[src/rtl/serial_subtractor.sv]
// Bit-serial unsigned subtractor (LSB first); optional signed-overflow flag under SERIAL_SUB_OVF_EN.
// Latency WIDTH+1 cycles from start accept to done_o; start_i is ignored while busy_o is high.
module serial_subtractor #(
  parameter int WIDTH = 8
) (
  input  logic             clk_i,
  input  logic             rst_i,
  input  logic             start_i,
  input  logic [WIDTH-1:0] A_i,
  input  logic [WIDTH-1:0] B_i,
  output logic             busy_o,
  output logic             done_o,
  output logic [WIDTH-1:0] D_o,
  output logic             Bo_o
`ifdef SERIAL_SUB_OVF_EN
  ,
  output logic             ovf_o
`endif
);

  localparam int CW = (WIDTH > 1) ? $clog2(WIDTH) : 1;
  localparam logic [CW-1:0] LAST = CW'(WIDTH - 1);

  localparam logic [1:0] IDLE = 2'd0;
  localparam logic [1:0] RUN  = 2'd1;
  localparam logic [1:0] DONE = 2'd2;

  logic [1:0]       state;
  logic [WIDTH-1:0] a_sr;
  logic [WIDTH-1:0] b_sr;
  logic [WIDTH-1:0] res_sr;
  logic             bw;
  logic [CW-1:0]    cnt;

  logic             d;
  logic             bw_nxt;
  logic [WIDTH-1:0] res_nxt;

`ifdef SERIAL_SUB_OVF_EN
  logic a_msb;
  logic b_msb;
`endif

  // Full-width shift keeps the WIDTH=1 case free of empty part-selects.
  always_comb begin
    d       = a_sr[0] ^ b_sr[0] ^ bw;
    bw_nxt  = (~a_sr[0] & b_sr[0]) | (~(a_sr[0] ^ b_sr[0]) & bw);
    res_nxt = (res_sr >> 1) | (WIDTH'(d) << (WIDTH - 1));
  end

  assign busy_o = (state != IDLE);
  assign done_o = (state == DONE);

  always_ff @(posedge clk_i or posedge rst_i) begin
    if (rst_i) begin
      state  <= IDLE;
      a_sr   <= '0;
      b_sr   <= '0;
      res_sr <= '0;
      bw     <= 1'b0;
      cnt    <= '0;
      D_o    <= '0;
      Bo_o   <= 1'b0;
`ifdef SERIAL_SUB_OVF_EN
      a_msb  <= 1'b0;
      b_msb  <= 1'b0;
      ovf_o  <= 1'b0;
`endif
    end else begin
      case (state)
        IDLE: begin
          if (start_i) begin
            a_sr   <= A_i;
            b_sr   <= B_i;
            res_sr <= '0;
            bw     <= 1'b0;
            cnt    <= '0;
            state  <= RUN;
`ifdef SERIAL_SUB_OVF_EN
            a_msb  <= A_i[WIDTH-1];
            b_msb  <= B_i[WIDTH-1];
`endif
          end
        end
        RUN: begin
          a_sr   <= a_sr >> 1;
          b_sr   <= b_sr >> 1;
          res_sr <= res_nxt;
          bw     <= bw_nxt;
          cnt    <= cnt + 1'b1;
          // Last bit lands straight in the outputs so they never show a partial result.
          if (cnt == LAST) begin
            state <= DONE;
            D_o   <= res_nxt;
            Bo_o  <= bw_nxt;
`ifdef SERIAL_SUB_OVF_EN
            ovf_o <= (a_msb != b_msb) && (d != a_msb);
`endif
          end
        end
        DONE:    state <= IDLE;
        default: state <= IDLE;
      endcase
    end
  end

endmodule

[config.mk]
export PLATFORM = sky130hd
export DESIGN_NAME = serial_subtractor
export DESIGN_NICKNAME = d
export VERILOG_FILES = /design/src/rtl/serial_subtractor.sv
export SDC_FILE = /design/constraint.sdc
export NUM_CORES = 1
export LEC_CHECK = 0
export CAP_MARGIN = 40
export CORE_AREA = 2 2 62 64
export DETAILED_ROUTE_END_ITERATION = 6
export DIE_AREA = 0 0 64 66
export PLACE_DENSITY = 0.78
export SYNTH_ARGS = -nofsm -noshare
export SYNTH_HDL_FRONTEND = slang
export SYNTH_SLANG_ARGS = --single-unit
[constraint.sdc]
create_clock -name clk_i -period 1.7 [get_ports clk_i]
set_input_delay 0.255 -clock clk_i [delete_from_list [all_inputs] [get_ports clk_i]]
set_output_delay 0.255 -clock clk_i [all_outputs]
set_load 0.05 [all_outputs]
-- Yosys cells after proc, flatten, opt, wreduce, memory -nomap -nowiden
Cells that the tools add are included.
- reduce and logical (&&, ||, !) cells: 6
- eq/ne operators: 5
- bitwise operators: 8
- multiplexer cells: 13
- add/sub/neg operators: 1
- operators with widths (cell ; count):
    8-bit case mux with 2 select lines ; 3
    8-bit two-way mux ; 3
    7-bit by 8-bit OR with 8-bit output ; 1
    3-bit case mux with 2 select lines ; 1
    2-bit AND reduction ; 3
    2-bit two-way mux ; 2
    2-bit inequality test (second input constant) ; 2
    2-bit case mux with 2 select lines ; 1
    2-bit nonzero test ; 2
    3-bit by 1-bit adder with 3-bit output (second input constant) ; 1
    3-bit == test (second input constant) ; 1
    3-bit two-way mux ; 1
    1-bit bitwise AND ; 2
    2-bit by 1-bit == test with 1-bit output (second input constant) ; 1
    2-bit == test (second input constant) ; 1
    2-bit logical NOT ; 1
    1-bit NOT ; 2
    1-bit case mux with 2 select lines ; 1
    1-bit bitwise XOR ; 2
    1-bit two-way mux ; 1
    1-bit OR ; 1
- register bits: 39
- input bits: 19

-- Logic depth before layout (Yosys ltp)
Gate-level depths: netlist of run 1.
- depth in word-level cells: 5
- mapped depth: 5

-- Worst setup path before layout of run 1
OpenSTA, ideal clock, no wires.
- kind: flip-flop to output port
- from: reg state[0]
- to: out done_o
- setup slack: 0.076 ns
- required time: 1.445 ns
- buffers on the path: 2
- stages on the path, launching flop included: 4
- arrival: 1.369 ns
- path through: dfrtp_1 -> buf_2 -> buf_4 -> nor2b_1
- longest elaborated chain between the ends: 1
- RTL lines (item ; line ; RTL):
    from (decl) ; 28 ; logic [1:0] state;
    from (signal assigned) ; 56 ; state <= IDLE;
    from (signal assigned) ; 78 ; state <= RUN;
    from (signal assigned) ; 93 ; state <= DONE;
    2-bit == test ; 52 ; assign done_o = (state == DONE);
    to (decl) ; 12 ; output logic done_o,
No other way between the ends.

-- Final worst setup path of run 1
Ends and elaborated chain as after synthesis.

==> results of run 1 <==
-- final cells by class --
cell class	instances	area share
multi-input combinational	71	0.3083
sequential	38	0.4336
tap	48	0.02735
clock inverter	1	0.01368
clock buffer	7	0.02051
timing repair buffer	37	0.1641
inverter	19	0.03248
-- report_power, final --
part | switching (uW) | total [uW] | internal [uW]
clock | 281 | 593 | 312
combinational | 1070 | 1960 | 895
sequential | 260 | 1570 | 1310
-- logic make-up after synthesis --
logic type	after synthesis	share of synthesized area
AND/OR/NAND/NOR	30	0.1139
AO/OA/AOI/OAI	28	0.1561
flip-flops	38	0.5345
buffers and inverters	30	0.08790
multiplexers	10	0.08228
adder cells (fa/ha/maj)	3	0.02531
-- path summary, 6_finish.rpt --
| check | start | to | depth (start not counted) |
|---|---|---|---|
| worst min register to register | b_sr[7]$_DFFE_PP0P_ | b_sr[7]$_DFFE_PP0P_ | 1 |
| max in group asynchronous | rst_i | state[0]$_DFFE_PP0P_ | 3 |
| worst max register to register | cnt[0]$_DFFE_PP0P_ | D_o[2]$_DFFE_PP0P_ | 5 |
| min in group clk_i | b_sr[7]$_DFFE_PP0P_ | b_sr[7]$_DFFE_PP0P_ | 1 |
| worst max-delay path | state[0]$_DFFE_PP0P_ | done_o | 3 |
| worst min-delay path | rst_i | D_o[5]$_DFFE_PP0P_ | 3 |
-- cells in the final DEF, fill, tap and decap left out, drive strengths merged --
cell type       n
inv            19
nor2b           5
mux2           10
a22o           10
nor2           11
clkbuf          7
ha              2
a222oi          4
fa              1
clkdlybuf4s50  18
o21bai          1
nand3b          1
nor4b          10
a221oi         10
nand2b          2
buf            19
a32o            2
dfrtp          38
and2b           1
bufinv          1
a21oi           1
-- critical path, cell delays in order (launching register included) --
cell and delay [ns]:
dfrtp_2 0.48, buf_4 0.20, nor2b_2 0.16, buf_12 0.15
-- state kept, by name (all words and copies together) (netlist names) --
name    cells
res_sr      7
Bo_o        1
cnt         3
b_sr        8
D_o         8
a_sr        8
bw          1
state       2
-- stage by stage --
step                  util  worst slack, ns  area (um2)  hold slack (ns)  std cells
finish              0.6184          0.09854        2196           0.3104        221
floorplan                -          0.07626        1779           0.3983        139
global placement    0.5955           0.1149        2115           0.4824        213
global route        0.6184          0.02924        2196           0.3621        221
detailed placement  0.5955          0.04669        2115           0.4855        213
CTS                 0.6170          0.02514        2191           0.3283        221
-- layer usage --
layer  wire length [um]  GRT usage  part of all wire  vias to the layer above
li1                   -          -                 -                      567
met1               1446     0.2125              0.44                      587
met2               1640     0.3164              0.50                       31
met3                188    0.06303             0.057                        4
met4                 34    0.05707             0.010                        0
met5                  0          0                 0                        -
==> qor.yml, run 1 <==
overflow: 0
clk_pin_slew_ns: 0.11
slew_viol_final: 0
r2r_setup_slack_ns: 0.19
max_cap_viol_count: 0
fmax_mhz: 624.4
synthesis.instances: 139
end_kind: "primary output"
dr.pass1.iters: 4
layout-drive-gt1-share: 0.2601
synth.distinct_cells: 23
grt_pass1_vias: 1219
fin_crit_sh: 0.9420
power_uw: 4128
postRouteAntennaNets: 0
die-area_um2: 4224
vdd_drop_max_mv: 0.9631
drc: 0
cts.sinks: 38
grt_setup_unrepaired: "no"
synth_top_area_frac: 0.5345
synthTopCellsByCount: "38 x dfrtp_1, 19 x inv_1, 11 x nor2_1"
cts.htree.levels: 2
cts_resized: 1
synth_warnings: 0
hold_viol_final: 0
cts_made_buffers: 5
relSlewSlack: 0.5682
multi_input_area_um2: 676.9
grt_pass1_wl_um: 5789
tns_ns: 0
synth_edf_count: 0
synth_area_leaders: "dfrtp_1 53%, mux2_4 7.6%, a22o_1 4.9%, inv_1 4.0%, nor4b_1 3.9%"
worstMarginPinSlew_ns: 0.6459
via_per_inst: 5.380
setup.worst_path.class: "reg2out"
die_h_um: 66
post_cts_buffers: 0
routed_wl_um: 3309
final_nets: 194
clockBufferDepth: 2
fillers: 298
routedWlPerCell_um: 14.97
netlist_area_um2: 1779
num_vias: 1189
initial_core_util: 0.5011
seqCellArea_um2: 952.2
die_w_um: 64
ys_seq_area_frac: 0.5345
postCtsHoldBufs: 0
gp_congestion: 0.7561
antenna_found_initial: 0
clockRootBuffer: "clkbuf_4"
n_antenna_cell: 0
hold_path.class: "in2async"
clkLatencyLatePin_ns: 0.34
syn_nets: 161
status: "finished clean"
grt_max_degree: 39
tritoncts: "built"
fp.coreArea_um2: 3551
io_pins: 30
yosysMostFrequentCell: "dfrtp_1"
critical_path_required_ns: 1.44
avgSynthCellArea_um2: 12.80
clock-skew-final_ns: 0.005166
drt-initial-drc-count: 89
port_buffers: 29
setup_viol: 0
rows: 22
leakage_uw: 0.001036
worst_setup_path_start_kind: "flop"
async_flop_share: 1.000
syn_to_final_growth_pct: 23.42
ys_ff_latch: 38
synth_ff_type: "dfrtp_1"
dp_hpwl_um: 2282
yosysTopAreaCell: "dfrtp_1"
p_per_area_nw_per_um2: 1880
grt_usage: 0.1826
fin_crit_ns: 1.601
critPathArrivalTime_ns: 1.35
crit_fanout: 14
No activity file was read; power rests on OpenSTA's default activity.
==> run 2: changes to the inputs <==
--- a/config.mk
+++ b/config.mk
@@ -6,10 +6,10 @@
 export NUM_CORES = 1
 export LEC_CHECK = 0
 export CAP_MARGIN = 40
-export CORE_AREA = 2 2 62 64
+export CORE_AREA = 2 2 70 72
 export DETAILED_ROUTE_END_ITERATION = 6
-export DIE_AREA = 0 0 64 66
-export PLACE_DENSITY = 0.78
+export DIE_AREA = 0 0 72 74
+export PLACE_DENSITY = 0.64
 export SYNTH_ARGS = -nofsm -noshare
 export SYNTH_HDL_FRONTEND = slang
 export SYNTH_SLANG_ARGS = --single-unit
==> run 2 against run 1 <==
Clock-buffer cell count is the same. Sequential share of layout area shrank 0.54 points. Die area grew 26%. Critical endpoint unchanged. Flip-flop and latch count is the same. Largest cell class unchanged.
==> qor.yml, run 2 (synthesis results as in run 1) <==
syn_to_final_growth_pct: 24.82
routedWlPerCell_um: 15.20
fp.coreArea_um2: 4598
initial_core_util: 0.3869
port_buffers: 29
grt_setup_unrepaired: "no"
final_cell_area_um2: 2221
status: "finished clean"
n_antenna_cell: 0
hold_ws_ns: 0.3762
netSwitchingFraction: 0.3880
cts.htree.levels: 2
grt_pass1_wl_um: 5940
die_h_um: 74
worst_setup_path_start_kind: "flop"
critPathArrivalTime_ns: 1.34
slew_viol_final: 0
postCtsHoldBufs: 0
setup_viol: 0
leakage_uw: 0.001051
grt_pass1_vias: 1247
fin_cells: 228
gp_congestion: 0.7713
p_int_uw: 2531
dp_cells: 220
setup.worst_path.class: "reg2out"
end_kind: "primary output"
seqCellArea_um2: 950.9
postRouteAntennaNets: 0
tritoncts: "built"
p_sw_uw: 1605
worst-r2r-cell-count: 2
clk_pin_slew_ns: 0.07
max_cap_viol_count: 0
routed_wl_um: 3465
vdd_drop_max_mv: 0.8442
largestRegisters: "D_o x8, a_sr x8, b_sr x8"
die-area_um2: 5328
dr.pass1.iters: 4
fin_crit_ns: 1.592
tns_ns: 0
clockRootBuffer: "clkbuf_8"
multi_input_area_um2: 671.9
p_comb_frac: 0.462
cts_resized: 0
dpl_cell_area_um2: 2130
layout.cells.most_common_list: "38 x dfrtp_1, 19 x inv_1, 18 x clkdlybuf4s50_1, 17 x buf_4, 11 x nor2_1"
finish.utilization: 0.4830
fmax_mhz: 628.1
grt_max_degree: 39
worstMarginPinSlew_ns: 0.6741
r2r-start: "state[0]$_DFFE_PP0P_"
layout-drive-gt1-share: 0.2529
relSlewSlack: 0.5494
post_cts_buffers: 0
overflow: 0
hold_viol_final: 0
die_w_um: 72
rows: 25
p_seq_frac: 0.385
clockPowerShare: 0.152
crit_start: "state[1]$_DFFE_PP0P_"
drc: 0
p_per_area_nw_per_um2: 1863
clockBufferDepth: 2
dp_hpwl_um: 2442
io_pins: 30
clkLatencyLatePin_ns: 0.28
grt_usage: 0.1446
final_common_cell: "dfrtp_1"
crit_fanout: 13
cts_made_buffers: 5
fillers: 421
fin_crit_sh: 0.9365
r2r_setup_slack_ns: 0.17
worstReg2RegEnd: "a_sr[2]$_DFFE_PP0P_"
antenna_found_initial: 0
final_nets: 195
cts.sinks: 38
critical_path_required_ns: 1.44
drt-initial-drc-count: 125
via_per_inst: 5.145
num_vias: 1173
hold_path.class: "in2async"
clock-skew-final_ns: 0.001986
[run 2: final cells by class]
cell class	count	area share
sequential	38	0.4282
multi-input combinational	71	0.3025
timing repair buffer	38	0.1656
clock buffer	7	0.03887
inverter	19	0.03211
tap	54	0.03042
clock inverter	1	0.002254
[run 2: worst max-delay path: stages (launching register included)]
cell and delay [ns]:
dfrtp_1 0.59, nor2b_1 0.29, buf_12 0.17
[run 2: worst max-delay path by stage]
stage	end	depth (start not counted)
after floorplan	done_o	3
after global placement	a_sr[1]$_DFFE_PP0P_	3
after detailed placement	a_sr[3]$_DFFE_PP0P_	3
after CTS	done_o	2
after global routing	done_o	2
final	done_o	2
[run 2: stage by stage]
step | power [uW] | setup WS [ns]
detailed placement | 3555 | 0.03370
finish | 4136 | 0.1080
global route | 4415 | 0.02952
global placement | 3455 | 0.08464
CTS | 4192 | 0.08611
floorplan | 3034 | 0.07626
[run 2: power groups by stage]
stage,clock (uW),combinational [uW],sequential (uW)
after global routing,678,2090,1650
after CTS,654,1940,1600
after global placement,0,1870,1580
after detailed placement,0,1940,1610
final,631,1910,1590
after floorplan,0,1190,1840
[run 2: per-layer routing]
layer	track usage	up-vias	wire length [um]	share of wire
met5	0	-	0	0
met4	0.04403	0	27	0.0078
met3	0.04065	4	164	0.047
met2	0.2407	32	1622	0.47
met1	0.1855	573	1650	0.48
li1	-	564	-	-
==> run 3: changes to the inputs <==
--- a/config.mk
+++ b/config.mk
@@ -6,10 +6,10 @@
 export NUM_CORES = 1
 export LEC_CHECK = 0
 export CAP_MARGIN = 40
-export CORE_AREA = 2 2 70 72
+export CORE_AREA = 2 2 51 100
 export DETAILED_ROUTE_END_ITERATION = 6
-export DIE_AREA = 0 0 72 74
-export PLACE_DENSITY = 0.64
+export DIE_AREA = 0 0 53 102
+export PLACE_DENSITY = 0.63
 export SYNTH_ARGS = -nofsm -noshare
 export SYNTH_HDL_FRONTEND = slang
 export SYNTH_SLANG_ARGS = --single-unit
==> run 3 against run 2 <==
Cell area decreased by 0.85%. Wire length decreased by 6.6%. Fmax decreased by 0.60%. Global-route usage decreased by 0.83 points. Non-clock buffer count decreased by 3. Critical path depth increased by 1. Clock-buffer cell count unchanged. Power decreased by 1.9%. Critical endpoint unchanged. Largest power group unchanged.
==> qor.yml, run 3 (synthesis results as in run 1) <==
status: "finished clean"
r2r_setup_slack_ns: 0.19
p_sw_uw: 1573
dr.pass1.iters: 5
fmax_mhz: 624.4
grt_setup_unrepaired: "no"
grt_pass1_vias: 1215
routedWlPerCell_um: 14.38
p_seq_frac: 0.387
netSwitchingFraction: 0.3876
worst_setup_path_start_kind: "flop"
grtUsageMet2: 0.2269
grt_pass1_wl_um: 5595
leakage_uw: 0.001029
clk_pin_slew_ns: 0.07
io_pins: 30
dp_hpwl_um: 2268
syn_to_final_growth_pct: 23.77
setup.worst_path.class: "reg2out"
die-area_um2: 5406
drt-initial-drc-count: 39
drc: 0
antenna_found_initial: 0
fp.coreArea_um2: 4598
clockPowerShare: 0.139
tritoncts: "built"
p_per_area_nw_per_um2: 1843
clockRootBuffer: "clkbuf_8"
clockBufferDepth: 2
hold_viol_final: 0
critPathArrivalTime_ns: 1.35
overflow: 0
gp_congestion: 0.7160
tns_ns: 0
rows: 35
p_comb_frac: 0.474
final_common_cell: "dfrtp_1"
postRouteAntennaNets: 0
layout-drive-gt1-share: 0.2353
fin_crit_sh: 0.9421
relSlewSlack: 0.5651
critical_path_required_ns: 1.44
clkLatencyLatePin_ns: 0.28
end_kind: "primary output"
clock-skew-final_ns: 0.006129
slew_viol_final: 0
grt_use_met3: 0.03363
post_cts_buffers: 0
largestRegisters: "D_o x8, a_sr x8, b_sr x8"
die_w_um: 53
p_int_uw: 2486
max_cap_viol_count: 0
n_antenna_cell: 0
num_vias: 1181
initial_core_util: 0.3869
crit_fanout: 22
grt_usage: 0.1364
cts_made_buffers: 5
fin_crit_ns: 1.602
hold_path.class: "in2async"
cts.sinks: 38
vdd_drop_max_mv: 0.9688
worstMarginPinSlew_ns: 0.6507
layout.cells.most_common_list: "37 x dfrtp_1, 19 x inv_1, 18 x clkdlybuf4s50_1, 12 x buf_4, 11 x nor2_1"
setup_viol: 0
final_nets: 192
grt_max_degree: 39
cts.htree.levels: 2
hold_ws_ns: 0.4015
die_h_um: 102
port_buffers: 29
grt_use_met1: 0.1750
via_per_inst: 5.249
routed_wl_um: 3235
busiest_layer: "met2"
run 3: cell types whose count changed in the layout (fill, tap and decap cells not counted):
cell | previous run | this run
dfrtp_1 | 38 | 37
buf_4 | 17 | 12
dfrtp_2 | 0 | 1
clkinv_2 | 1 | 0
clkbuf_1 | 1 | 2
buf_12 | 3 | 4
buf_6 | 0 | 1
clkbuf_8 | 6 | 5
run 3: repair_timing:
action | CTS | global route
endpoints found under the setup margin | 0 | 2
gates resized for setup | 0 | 2
hold buffers | 0 | 0
run 3: final timing paths:
check | start | to | cells after the start
setup / recovery | state[0]$_DFFE_PP0P_ | done_o | 3
hold / removal | rst_i | a_sr[1]$_DFFE_PP0P_ | 3
setup reg to reg | cnt[0]$_DFFE_PP0P_ | D_o[4]$_DFFE_PP0P_ | 5
hold reg to reg | bw$_DFFE_PP0P_ | bw$_DFFE_PP0P_ | 1
max in group asynchronous | rst_i | state[1]$_DFFE_PP0P_ | 3
min in group clk_i | bw$_DFFE_PP0P_ | bw$_DFFE_PP0P_ | 1
run 3: power groups by stage:
stage	sequential (uW)	combinational [uW]	clock [uW]
final	1570	1930	564
after global routing	1630	2110	621
after floorplan	1840	1190	0
after global placement	1560	1880	0
after CTS	1570	1940	584
after detailed placement	1590	1940	0
run 3: metrics by stage:
stage / instances / worst slack, ns / total power [uW] / util / instance area (um2)
finish: 225 / 0.09837 / 4059 / 0.4789 / 2202
global route: 225 / 0.02163 / 4359 / 0.4789 / 2202
CTS: 225 / 0.02464 / 4096 / 0.4778 / 2197
detailed placement: 218 / 0.03988 / 3526 / 0.4612 / 2121
global placement: 218 / 0.09359 / 3440 / 0.4612 / 2121
floorplan: 139 / 0.07626 / 3034 / - / 1779
run 3: layout make-up:
type	count	area, um2
Fill cell	433	2396
Sequential cell	38	952.2
Multi-Input combinational cell	71	671.9
Timing Repair Buffer	35	361.6
Clock buffer	7	76.32
Inverter	19	71.32
Tap cell	55	68.82
run 3: critical path, stage by stage, from the launching register on:
cell and delay [ns]:
dfrtp_1 0.47, buf_6 0.21, nor2b_1 0.21, buf_12 0.17
run 3: layer usage:
metal / share of wire / wire, um
met5: 0 / 0
met4: 0.0031 / 10
met3: 0.049 / 157
met2: 0.53 / 1720
met1: 0.42 / 1347
